`src/rtl/tinycpu_pkg.sv`:
```
// Shared encodings and default widths for the tinycpu run controller slice.
package tinycpu_pkg;

  localparam int PC_W  = 12;
  localparam int CNT_W = 32;

  typedef enum logic [2:0] {
    CS_IDLE   = 3'd0,
    CS_FETCHA = 3'd1,
    CS_FETCHB = 3'd2,
    CS_EXECA  = 3'd3,
    CS_EXECB  = 3'd4
  } cs_e;

  typedef enum logic [2:0] {
    ST_IDLE       = 3'd0,
    ST_RUN        = 3'd1,
    ST_STEP       = 3'd2,
    ST_PAUSE_USER = 3'd3,
    ST_PAUSE_BP   = 3'd4,
    ST_HALTED     = 3'd5
  } run_state_e;

  function automatic logic is_busy(input run_state_e s);
    return (s == ST_RUN) || (s == ST_STEP);
  endfunction

endpackage

```
`src/rtl/tinycpu_runctl_if.sv`:
```
// Host-command, core-observation and status bundle of the tinycpu run controller.
interface tinycpu_runctl_if #(
  parameter int PC_W  = tinycpu_pkg::PC_W,
  parameter int CNT_W = tinycpu_pkg::CNT_W
);
  logic             start;
  logic             stop;
  logic             step;
  logic             clr_cnt;
  logic             bp_en;
  logic [PC_W-1:0]  bp_addr;
  logic [2:0]       cs;
  logic [PC_W-1:0]  pcout;
  logic             cpu_run;
  logic             cpu_ce;
  logic [2:0]       status;
  logic             busy;
  logic [CNT_W-1:0] cycle_cnt;
  logic [CNT_W-1:0] instr_cnt;

  modport master (
    output start, stop, step, clr_cnt, bp_en, bp_addr, cs, pcout,
    input  cpu_run, cpu_ce, status, busy, cycle_cnt, instr_cnt
  );

  modport slave (
    input  start, stop, step, clr_cnt, bp_en, bp_addr, cs, pcout,
    output cpu_run, cpu_ce, status, busy, cycle_cnt, instr_cnt
  );
endinterface

```
`src/rtl/tinycpu_satcnt.sv`:
```
// Saturating up-counter with synchronous clear; clear beats increment.
module tinycpu_satcnt #(
  parameter int CNT_W = 32
) (
  input  logic             clk,
  input  logic             reset,
  input  logic             inc,
  input  logic             clr,
  output logic [CNT_W-1:0] cnt
);

  always_ff @(posedge clk or negedge reset) begin
    if (!reset) begin
      cnt <= '0;
    end else if (clr) begin
      cnt <= '0;
    end else if (inc && (cnt != '1)) begin
      cnt <= cnt + 1'b1;
    end
  end

endmodule

```
`src/rtl/tinycpu_runctl.sv`:
```
// Run/step/breakpoint sequencer gating the tinycpu clock enable.
//   state         | meaning
//   ST_IDLE       | out of reset, core held (run=0)
//   ST_RUN        | free-running, ce=1 until stop/bp/HALT
//   ST_STEP       | running for exactly one instruction
//   ST_PAUSE_USER | parked at a boundary after stop or step
//   ST_PAUSE_BP   | parked on the breakpoint fetch
//   ST_HALTED     | core executed HALT and returned to cs=IDLE
module tinycpu_runctl
  import tinycpu_pkg::*;
#(
  parameter int CNT_W = tinycpu_pkg::CNT_W,
  parameter int PC_W  = tinycpu_pkg::PC_W
) (
  input logic             clk,
  input logic             reset,
  tinycpu_runctl_if.slave bus
);

  run_state_e       state, state_nx;
  logic             stop_pend, stop_pend_nx;
  logic             skip_bp, skip_bp_nx;
  logic             ran, ran_nx;
  logic             busy_q;
  logic             cmd_start, cmd_step;
  logic             boundary, bp_hit, ce, retire, halt_seen;
  logic [PC_W-1:0]  pc_cur, bp_cur;
  logic [CNT_W-1:0] cycle_q, instr_q;

  assign pc_cur    = bus.pcout;
  assign bp_cur    = bus.bp_addr;
  assign cmd_step  = bus.step & ~bus.stop;
  assign cmd_start = bus.start & ~bus.stop & ~bus.step;
  assign boundary  = (bus.cs == CS_FETCHA);
  assign bp_hit    = bus.bp_en & boundary & (pc_cur == bp_cur) & ~skip_bp;
  // Combinational so the core is frozen in the very cycle the breakpoint fetch appears.
  assign ce        = is_busy(state) & ~bp_hit;
  assign retire    = ce & (bus.cs == CS_EXECB);
  assign halt_seen = (bus.cs == CS_IDLE) & ran;

  always_ff @(posedge clk or negedge reset) begin
    if (!reset) begin
      state     <= ST_IDLE;
      stop_pend <= 1'b0;
      skip_bp   <= 1'b0;
      ran       <= 1'b0;
      busy_q    <= 1'b0;
    end else begin
      state     <= state_nx;
      stop_pend <= stop_pend_nx;
      skip_bp   <= skip_bp_nx;
      ran       <= ran_nx;
      busy_q    <= is_busy(state_nx);
    end
  end

  always_comb begin
    state_nx     = state;
    stop_pend_nx = stop_pend;
    skip_bp_nx   = skip_bp;
    ran_nx       = ran;

    if (ce && (bus.cs != CS_IDLE))   ran_nx     = 1'b1;
    if (ce && (bus.cs != CS_FETCHA)) skip_bp_nx = 1'b0;

    unique case (state)
      ST_IDLE, ST_HALTED: begin
        if (cmd_step) begin
          state_nx   = ST_STEP;
          skip_bp_nx = 1'b1;
          ran_nx     = 1'b0;
        end else if (cmd_start) begin
          state_nx   = ST_RUN;
          skip_bp_nx = 1'b1;
          ran_nx     = 1'b0;
        end
      end
      ST_PAUSE_USER, ST_PAUSE_BP: begin
        if (cmd_step) begin
          state_nx   = ST_STEP;
          skip_bp_nx = 1'b1;
        end else if (cmd_start) begin
          state_nx   = ST_RUN;
          skip_bp_nx = 1'b1;
        end
      end
      ST_RUN: begin
        if (bus.stop) stop_pend_nx = 1'b1;
        if (bp_hit) begin
          state_nx = ST_PAUSE_BP;
        end else if (halt_seen) begin
          state_nx     = ST_HALTED;
          stop_pend_nx = 1'b0;
        end else if (retire && stop_pend) begin
          state_nx     = ST_PAUSE_USER;
          stop_pend_nx = 1'b0;
        end
      end
      ST_STEP: begin
        if (bp_hit) begin
          state_nx = ST_PAUSE_BP;
        end else if (halt_seen) begin
          state_nx     = ST_HALTED;
          stop_pend_nx = 1'b0;
        end else if (retire) begin
          state_nx = ST_PAUSE_USER;
        end
      end
      default: state_nx = ST_IDLE;
    endcase
  end

  tinycpu_satcnt #(.CNT_W(CNT_W)) u_cycle_cnt (
    .clk   (clk),
    .reset (reset),
    .inc   (ce),
    .clr   (bus.clr_cnt),
    .cnt   (cycle_q)
  );

  tinycpu_satcnt #(.CNT_W(CNT_W)) u_instr_cnt (
    .clk   (clk),
    .reset (reset),
    .inc   (retire),
    .clr   (bus.clr_cnt),
    .cnt   (instr_q)
  );

  assign bus.cpu_ce    = ce;
  assign bus.cpu_run   = (state == ST_RUN) || (state == ST_STEP) ||
                         (state == ST_PAUSE_USER) || (state == ST_PAUSE_BP);
  assign bus.status    = state;
  assign bus.busy      = busy_q;
  assign bus.cycle_cnt = cycle_q;
  assign bus.instr_cnt = instr_q;

endmodule

```
`src/flat_wrapper.sv`:
```
// flat-port wrapper written by rule: the top's interface ports become plain ports
module tinycpu_runctl_flat import tinycpu_pkg::*;
#(
  parameter int CNT_W = tinycpu_pkg::CNT_W,
  parameter int PC_W  = tinycpu_pkg::PC_W
)
  (clk, reset, bus_start, bus_stop, bus_step, bus_clr_cnt, bus_bp_en, bus_bp_addr, bus_cs, bus_pcout, bus_cpu_run, bus_cpu_ce, bus_status, bus_busy, bus_cycle_cnt, bus_instr_cnt);
  tinycpu_runctl_if #(.PC_W(PC_W), .CNT_W(CNT_W)) bus_i ();
  input logic clk;
  input logic reset;
  input wire logic [$bits(bus_i.start)-1:0] bus_start;
  input wire logic [$bits(bus_i.stop)-1:0] bus_stop;
  input wire logic [$bits(bus_i.step)-1:0] bus_step;
  input wire logic [$bits(bus_i.clr_cnt)-1:0] bus_clr_cnt;
  input wire logic [$bits(bus_i.bp_en)-1:0] bus_bp_en;
  input wire logic [$bits(bus_i.bp_addr)-1:0] bus_bp_addr;
  input wire logic [$bits(bus_i.cs)-1:0] bus_cs;
  input wire logic [$bits(bus_i.pcout)-1:0] bus_pcout;
  output wire logic [$bits(bus_i.cpu_run)-1:0] bus_cpu_run;
  output wire logic [$bits(bus_i.cpu_ce)-1:0] bus_cpu_ce;
  output wire logic [$bits(bus_i.status)-1:0] bus_status;
  output wire logic [$bits(bus_i.busy)-1:0] bus_busy;
  output wire logic [$bits(bus_i.cycle_cnt)-1:0] bus_cycle_cnt;
  output wire logic [$bits(bus_i.instr_cnt)-1:0] bus_instr_cnt;
  assign bus_i.start = bus_start;
  assign bus_i.stop = bus_stop;
  assign bus_i.step = bus_step;
  assign bus_i.clr_cnt = bus_clr_cnt;
  assign bus_i.bp_en = bus_bp_en;
  assign bus_i.bp_addr = bus_bp_addr;
  assign bus_i.cs = bus_cs;
  assign bus_i.pcout = bus_pcout;
  assign bus_cpu_run = bus_i.cpu_run;
  assign bus_cpu_ce = bus_i.cpu_ce;
  assign bus_status = bus_i.status;
  assign bus_busy = bus_i.busy;
  assign bus_cycle_cnt = bus_i.cycle_cnt;
  assign bus_instr_cnt = bus_i.instr_cnt;
  tinycpu_runctl #(.CNT_W(CNT_W), .PC_W(PC_W)) u_core (.clk(clk), .reset(reset), .bus(bus_i));
endmodule
```
`config.mk`:
```
export PLATFORM = sky130hd
export DESIGN_NAME = tinycpu_runctl_flat
export DESIGN_NICKNAME = d
export VERILOG_FILES = /design/src/rtl/tinycpu_pkg.sv /design/src/rtl/tinycpu_runctl_if.sv /design/src/rtl/tinycpu_satcnt.sv /design/src/rtl/tinycpu_runctl.sv /design/src/flat_wrapper.sv
export SDC_FILE = /design/constraint.sdc
export NUM_CORES = 1
export LEC_CHECK = 0
export ABC_CLOCK_PERIOD_IN_PS = 6900
export CAP_MARGIN = 20
export CORE_AREA = 2 2 157 82
export CTS_BUF_LIST = sky130_fd_sc_hd__clkbuf_8
export CTS_CLUSTER_DIAMETER = 80
export DETAILED_ROUTE_END_ITERATION = 12
export DIE_AREA = 0 0 159 84
export GPL_TIMING_DRIVEN = 0
export SYNTH_ARGS = -nofsm -noshare
export SYNTH_HDL_FRONTEND = slang
export SYNTH_SLANG_ARGS = --single-unit
```
`constraint.sdc`:
```
create_clock -name clk -period 6.9 [get_ports clk]
set_input_delay 0.69 -clock clk [delete_from_list [all_inputs] [get_ports clk]]
set_output_delay 0.69 -clock clk [all_outputs]
set_load 0.1 [all_outputs]
```
# Word level (Yosys, flattened, before mapping)
# Index checks and enable logic that the tools add are counted.
# totals
regBits	71
latch_bits	0
ramBits	0
romBits	0
input_bits	34
out_inout_bits	70
n_memories	0
# classes
addsub	2
mul	0
div	0
order_cmp	0
eq_ne	15
n_shift	0
mux	28
bitwise_logic	13
reduce_logical	18
# op_table
operator	count
32-bit two-way mux	4
32-bit by 1-bit adder with 32-bit output, second input constant	2
32-bit inequality test, second input constant	2
3-bit two-way mux	8
1-bit two-way mux	14
12-bit equality test	1
1-bit AND	9
3-bit by 1-bit equality test with 1-bit output, second input constant	3
3-bit by 2-bit equality test with 1-bit output, second input constant	3
3-bit equality test, second input constant	3
3-bit case mux with 3 select lines	1
3-bit zero test	2
2-bit nonzero test	3
1-bit logical AND	5
1-bit logical OR	4
1-bit NOT	4
4-bit OR reduction	1
3-bit by 1-bit inequality test with 1-bit output, second input constant	1
3-bit AND reduction	1
3-bit nonzero test	1
2-bit by 1-bit inequality test with 1-bit output, second input constant	1
2-bit inequality test, second input constant	1
1-bit case mux with 2 select lines	1
2-bit OR reduction	1

# Depth between registers and ports, before layout
# depth
depth_word	14
depth_mapped	8
ltp_nobuf	7

# Modules after synthesis
# From an unflattened synthesis, not the netlist that was laid out.
# unflattened
cells_unflattened	474
area_unflattened_um2	4356.7
# modules_own_cells
module	n_inst	cells_per_inst	area_each_um2	seq_area_each_um2
tinycpu_satcnt	2	198	1854.3	800.8
tinycpu_runctl	1	78	648.1	175.2

# Worst setup path before layout
# Ideal clock, no wire load.
# synth_timing
kind	register to output
from	register u_core.state[1], in the netlist u_core.bus.status[1]
to	output port bus_cpu_run
t_arrival_ns	2.979
path_slack_ns	3.231
stages_incl_launch_ff	4
path_buffers	1
path_cell_list	dfrtp_1 clkbuf_1 nor2_1 xnor2_1
# synth_via
elab_chain_cells	4
# synth_lines
element	line	text
start: declaration	tinycpu_runctl.sv:20	run_state_e state, state_nx;
start signal: assignment	tinycpu_runctl.sv:49	state <= state_nx;
3-bit by 1-bit equality test with 1-bit output or 3-bit by 2-bit equality test with 1-bit output (tied branches)	tinycpu_runctl.sv:130	assign bus.cpu_run = (state == ST_RUN) || (state == ST_STEP) ||
1-bit logical OR (2 in series)	tinycpu_runctl.sv:130	
1-bit logical OR (*)	tinycpu_runctl.sv:131	(state == ST_PAUSE_USER) || (state == ST_PAUSE_BP);
end: declaration	flat_wrapper.sv:19	output wire logic [$bits(bus_i.cpu_run)-1:0] bus_cpu_run;
# Mark *: on every way between the ends. The rest lies on a longest branch, timed or not.

# Worst setup path in the final report
# layout_timing
from	input port bus_cs[0]
to	output port bus_cpu_ce
# layout_via
elab_chain_cells	6
# layout_lines
element	line	text
start: declaration	flat_wrapper.sv:17	input wire logic [$bits(bus_i.cs)-1:0] bus_cs;
3-bit by 1-bit equality test with 1-bit output	tinycpu_runctl.sv:34	assign boundary = (bus.cs == CS_FETCHA);
1-bit AND (3 in series)	tinycpu_runctl.sv:35	assign bp_hit = bus.bp_en & boundary & (pc_cur == bp_cur) & ~skip_bp;
1-bit NOT	tinycpu_runctl.sv:37	assign ce = is_busy(state) & ~bp_hit;
1-bit AND	tinycpu_runctl.sv:37	
end: declaration	flat_wrapper.sv:20	output wire logic [$bits(bus_i.cpu_ce)-1:0] bus_cpu_ce;
# No other way between the ends.

==> impl_metrics.json <==
{
  "setup_violations": 0,
  "worst_pin_slew_ns": 1.049,
  "slowest_delay_ns": 0.96,
  "ys_async_sr_fraction_pct": 100.0,
  "regToRegSetupSlack_ns": 4.07,
  "critPathLaunchType": "input pin",
  "final_area_sq_mm": 0.005587,
  "area_growth_pct": 35.34,
  "overflow": 0,
  "vias_per_cell": 5.407,
  "die_w_um": 159,
  "seq_area_frac_synth_pct": 43.04,
  "start_util_pct": 33.86,
  "wl_per_cell_um": 16.84,
  "coreArea_sq_mm": 0.01219,
  "postCtsSetupRepairBufs": 0,
  "syn_area_per_cell_sq_um": 9.052,
  "yosysMostFrequentCell": "dfrtp_1",
  "hp-class": "in2async",
  "drv_slew": 0,
  "utilization_pct": 45.82,
  "drcViolationCount": 0,
  "htree_levels": 3,
  "critPathMostFrequentCell": "clkdlybuf4s50_1",
  "synth_edf_count": 0,
  "synth_nets": 492,
  "cp_cell_sequence": "clkdlybuf4s50_1, or3b_1, nor4_1, nand4_1, buf_2, nand2_1, inv_2, clkdlybuf4s50_1",
  "pre_cts_slack_ns": 2.470,
  "reg2reg_to": "u_core.u_instr_cnt.cnt[29]",
  "globalplace.congestion": 0.8676,
  "critPathMaxFanout": 10,
  "rr_worst_depth": 6,
  "slowest_stage": "clkdlybuf4s50_1",
  "ys_ff_latch": 71,
  "period_share_pct": 64.00,
  "ys_types": 56,
  "insertion_delay_ns": 0.37,
  "first_pass_iters": 5,
  "cts_sinks": 71,
  "rsz0062_at_grt": "false",
  "cp.arrival_ns": 3.73,
  "hold_viol": 0,
  "yosysWarnings": 0,
  "nets": 607,
  "ant_nets": 0,
  "ir_drop_mv": 0.1961,
  "critPathKind": "in2out",
  "syn_inst": 456,
  "die_area_sq_mm": 0.01336,
  "status": "finished, final reports clean",
  "tns_ns": 0,
  "powerDensity_mw_per_mm2": 242.7,
  "die_height_um": 84,
  "cp_data_required_time_ns": 6.21,
  "hold_slack_ns": 0.2754,
  "hold_buffers": 0,
  "dp_hpwl_um": 9430,
  "cts.clk_slew.worst_paths_ns": 0.08,
  "vias": 4028,
  "crit_path_end_kind": "primary output",
  "comb_power_share_pct": 39.5,
  "synth-main-ff-cell": "dfrtp_1",
  "finClkSkew_ns": 0.01273,
  "io_pins": 104,
  "grt_start_max_net_pins": 38,
  "p_int_w": 0.0007771,
  "power_switching_w": 0.0005787,
  "totalWireLength_um": 12540,
  "drive_gt1_share_pct": 6.087,
  "antenna_found_initial": 0,
  "min_period_ns": 4.416,
  "seq_power_share_pct": 34.7,
  "portBuffers": 103,
  "cts_made_buffers": 9,
  "ys_top_cells_by_count": "dfrtp_1 (71), nor2_1 (56), xor2_1 (42)",
  "p_sw_share_pct": 42.69,
  "rr_startpoint": "u_core.bus.status[2]",
  "yosys-top-cells-area": "dfrtp_1 (43%), xor2_1 (8.9%), nor2_1 (5.1%)",
  "synth_top_area_share_pct": 43.04,
  "leakagePower_nw": 2.118,
  "max_cap_violations": 0,
  "mappedNetlistArea_sq_mm": 0.004128,
  "cts-resized-gates": 0,
  "share_clk_of_total_power_pct": 25.8,
  "grt_pass1_wl_um": 20400,
  "tritoncts": "built",
  "max-clock-path-buffers": 2,
  "num_rows": 29,
  "grt_use_total_pct": 19.44,
  "slew_headroom_pct": 29.84,
  "antenna_cells": 0,
  "worst_slack_ns": 2.484,
  "fmax_mhz": 226.4,
  "drt-initial-drc-count": 249,
  "clk_root_buffer_cell": "clkbuf_8",
  "synth_top_area_cell": "dfrtp_1",
  "post_dp_cell_area_sq_mm": 0.005389,
  "grt_pass1_vias": 3736
}
==> registers in the layout, indices dropped and copies added (netlist names) <==
name                    cells
u_core.skip_bp              1
u_core.u_cycle_cnt.cnt     32
u_core.stop_pend            1
u_core.ran                  1
u_core.bus.status           3
u_core.u_instr_cnt.cnt     32
u_core.bus.busy             1
==> layout make-up <==
class,instances,area [sq um]
Buffer,18,82.58
Clock buffer,11,151.4
Clock inverter,4,46.29
Fill cell,1199,6605
Inverter,13,48.80
Multi-Input combinational cell,354,2220
Sequential cell,71,1777
Tap cell,170,212.7
Timing Repair Buffer,104,1049
==> power groups by stage <==
stage / clock, W / sequential, W / combinational, W
floorplan: 0 / 0.000577 / 0.000279
global placement: 0 / 0.000478 / 0.000528
detailed placement: 0 / 0.000477 / 0.000533
CTS: 0.000357 / 0.000470 / 0.000535
global route: 0.000382 / 0.000474 / 0.000567
finish: 0.000349 / 0.000471 / 0.000536
==> cells by family after synthesis <==
group | after synthesis | share of synthesized area, %
buffers and inverters | 31 | 3.182
AOI/OAI and AO/OA | 75 | 11.52
muxes | 7 | 1.849
xor gates and xnor gates | 49 | 10.40
and+or+nand+nor | 221 | 29.40
DFF | 71 | 43.04
adders and majority gates | 2 | 0.6061
==> worst max path at each step <==
stage                    startpoint           to  slack [ns]  cells after the start
4_1_cts                   bus_cs[0]   bus_cpu_ce        2.45                      8
6_report                  bus_cs[0]   bus_cpu_ce        2.48                      8
3_5_place_dp              bus_cs[0]   bus_cpu_ce        2.47                      8
3_3_place_gp              bus_cs[0]   bus_cpu_ce        2.46                      8
2_1_floorplan  u_core.bus.status[1]  bus_cpu_run        3.23                      3
5_1_grt                   bus_cs[0]   bus_cpu_ce        2.32                      8
==> stage by stage <==
step	std cells	power, W
final	745	0.001356
after global routing	745	0.001424
after CTS	745	0.001363
after detailed placement	730	0.001010
after global placement	729	0.001006
after floorplan	456	0.0008555
==> layer usage <==
layer  GRT usage (%)  vias to the layer above  share of wire [%]
met3           6.706                        9                8.4
met4           5.372                        0               0.92
met2           24.78                      141                 38
met1           30.05                     1987                 52
met5               0                        -                  0
li1                -                     1891                  -
==> critical path, delay by kind of cell <==
family	cells	cell delay, ns
buffers and inverters	4	1.88
and+or+nand+nor	4	1.16
==> layout by cell type, fill, tap and decap left out, types with 9 or more instances in the layout <==
cell type and instances:
a21oi_1 32, clkbuf_1 12, clkbuf_8 11, clkdlybuf4s50_1 102
dfrtp_1 71, inv_1 13, nand2_1 26, nand3_1 29
nand4_1 30, nor2_1 56, nor4_1 11, o21ai_0 11
o31ai_1 10, or3_1 15, or4_1 9, xor2_1 42
Power figures use the tool's default switching activity.
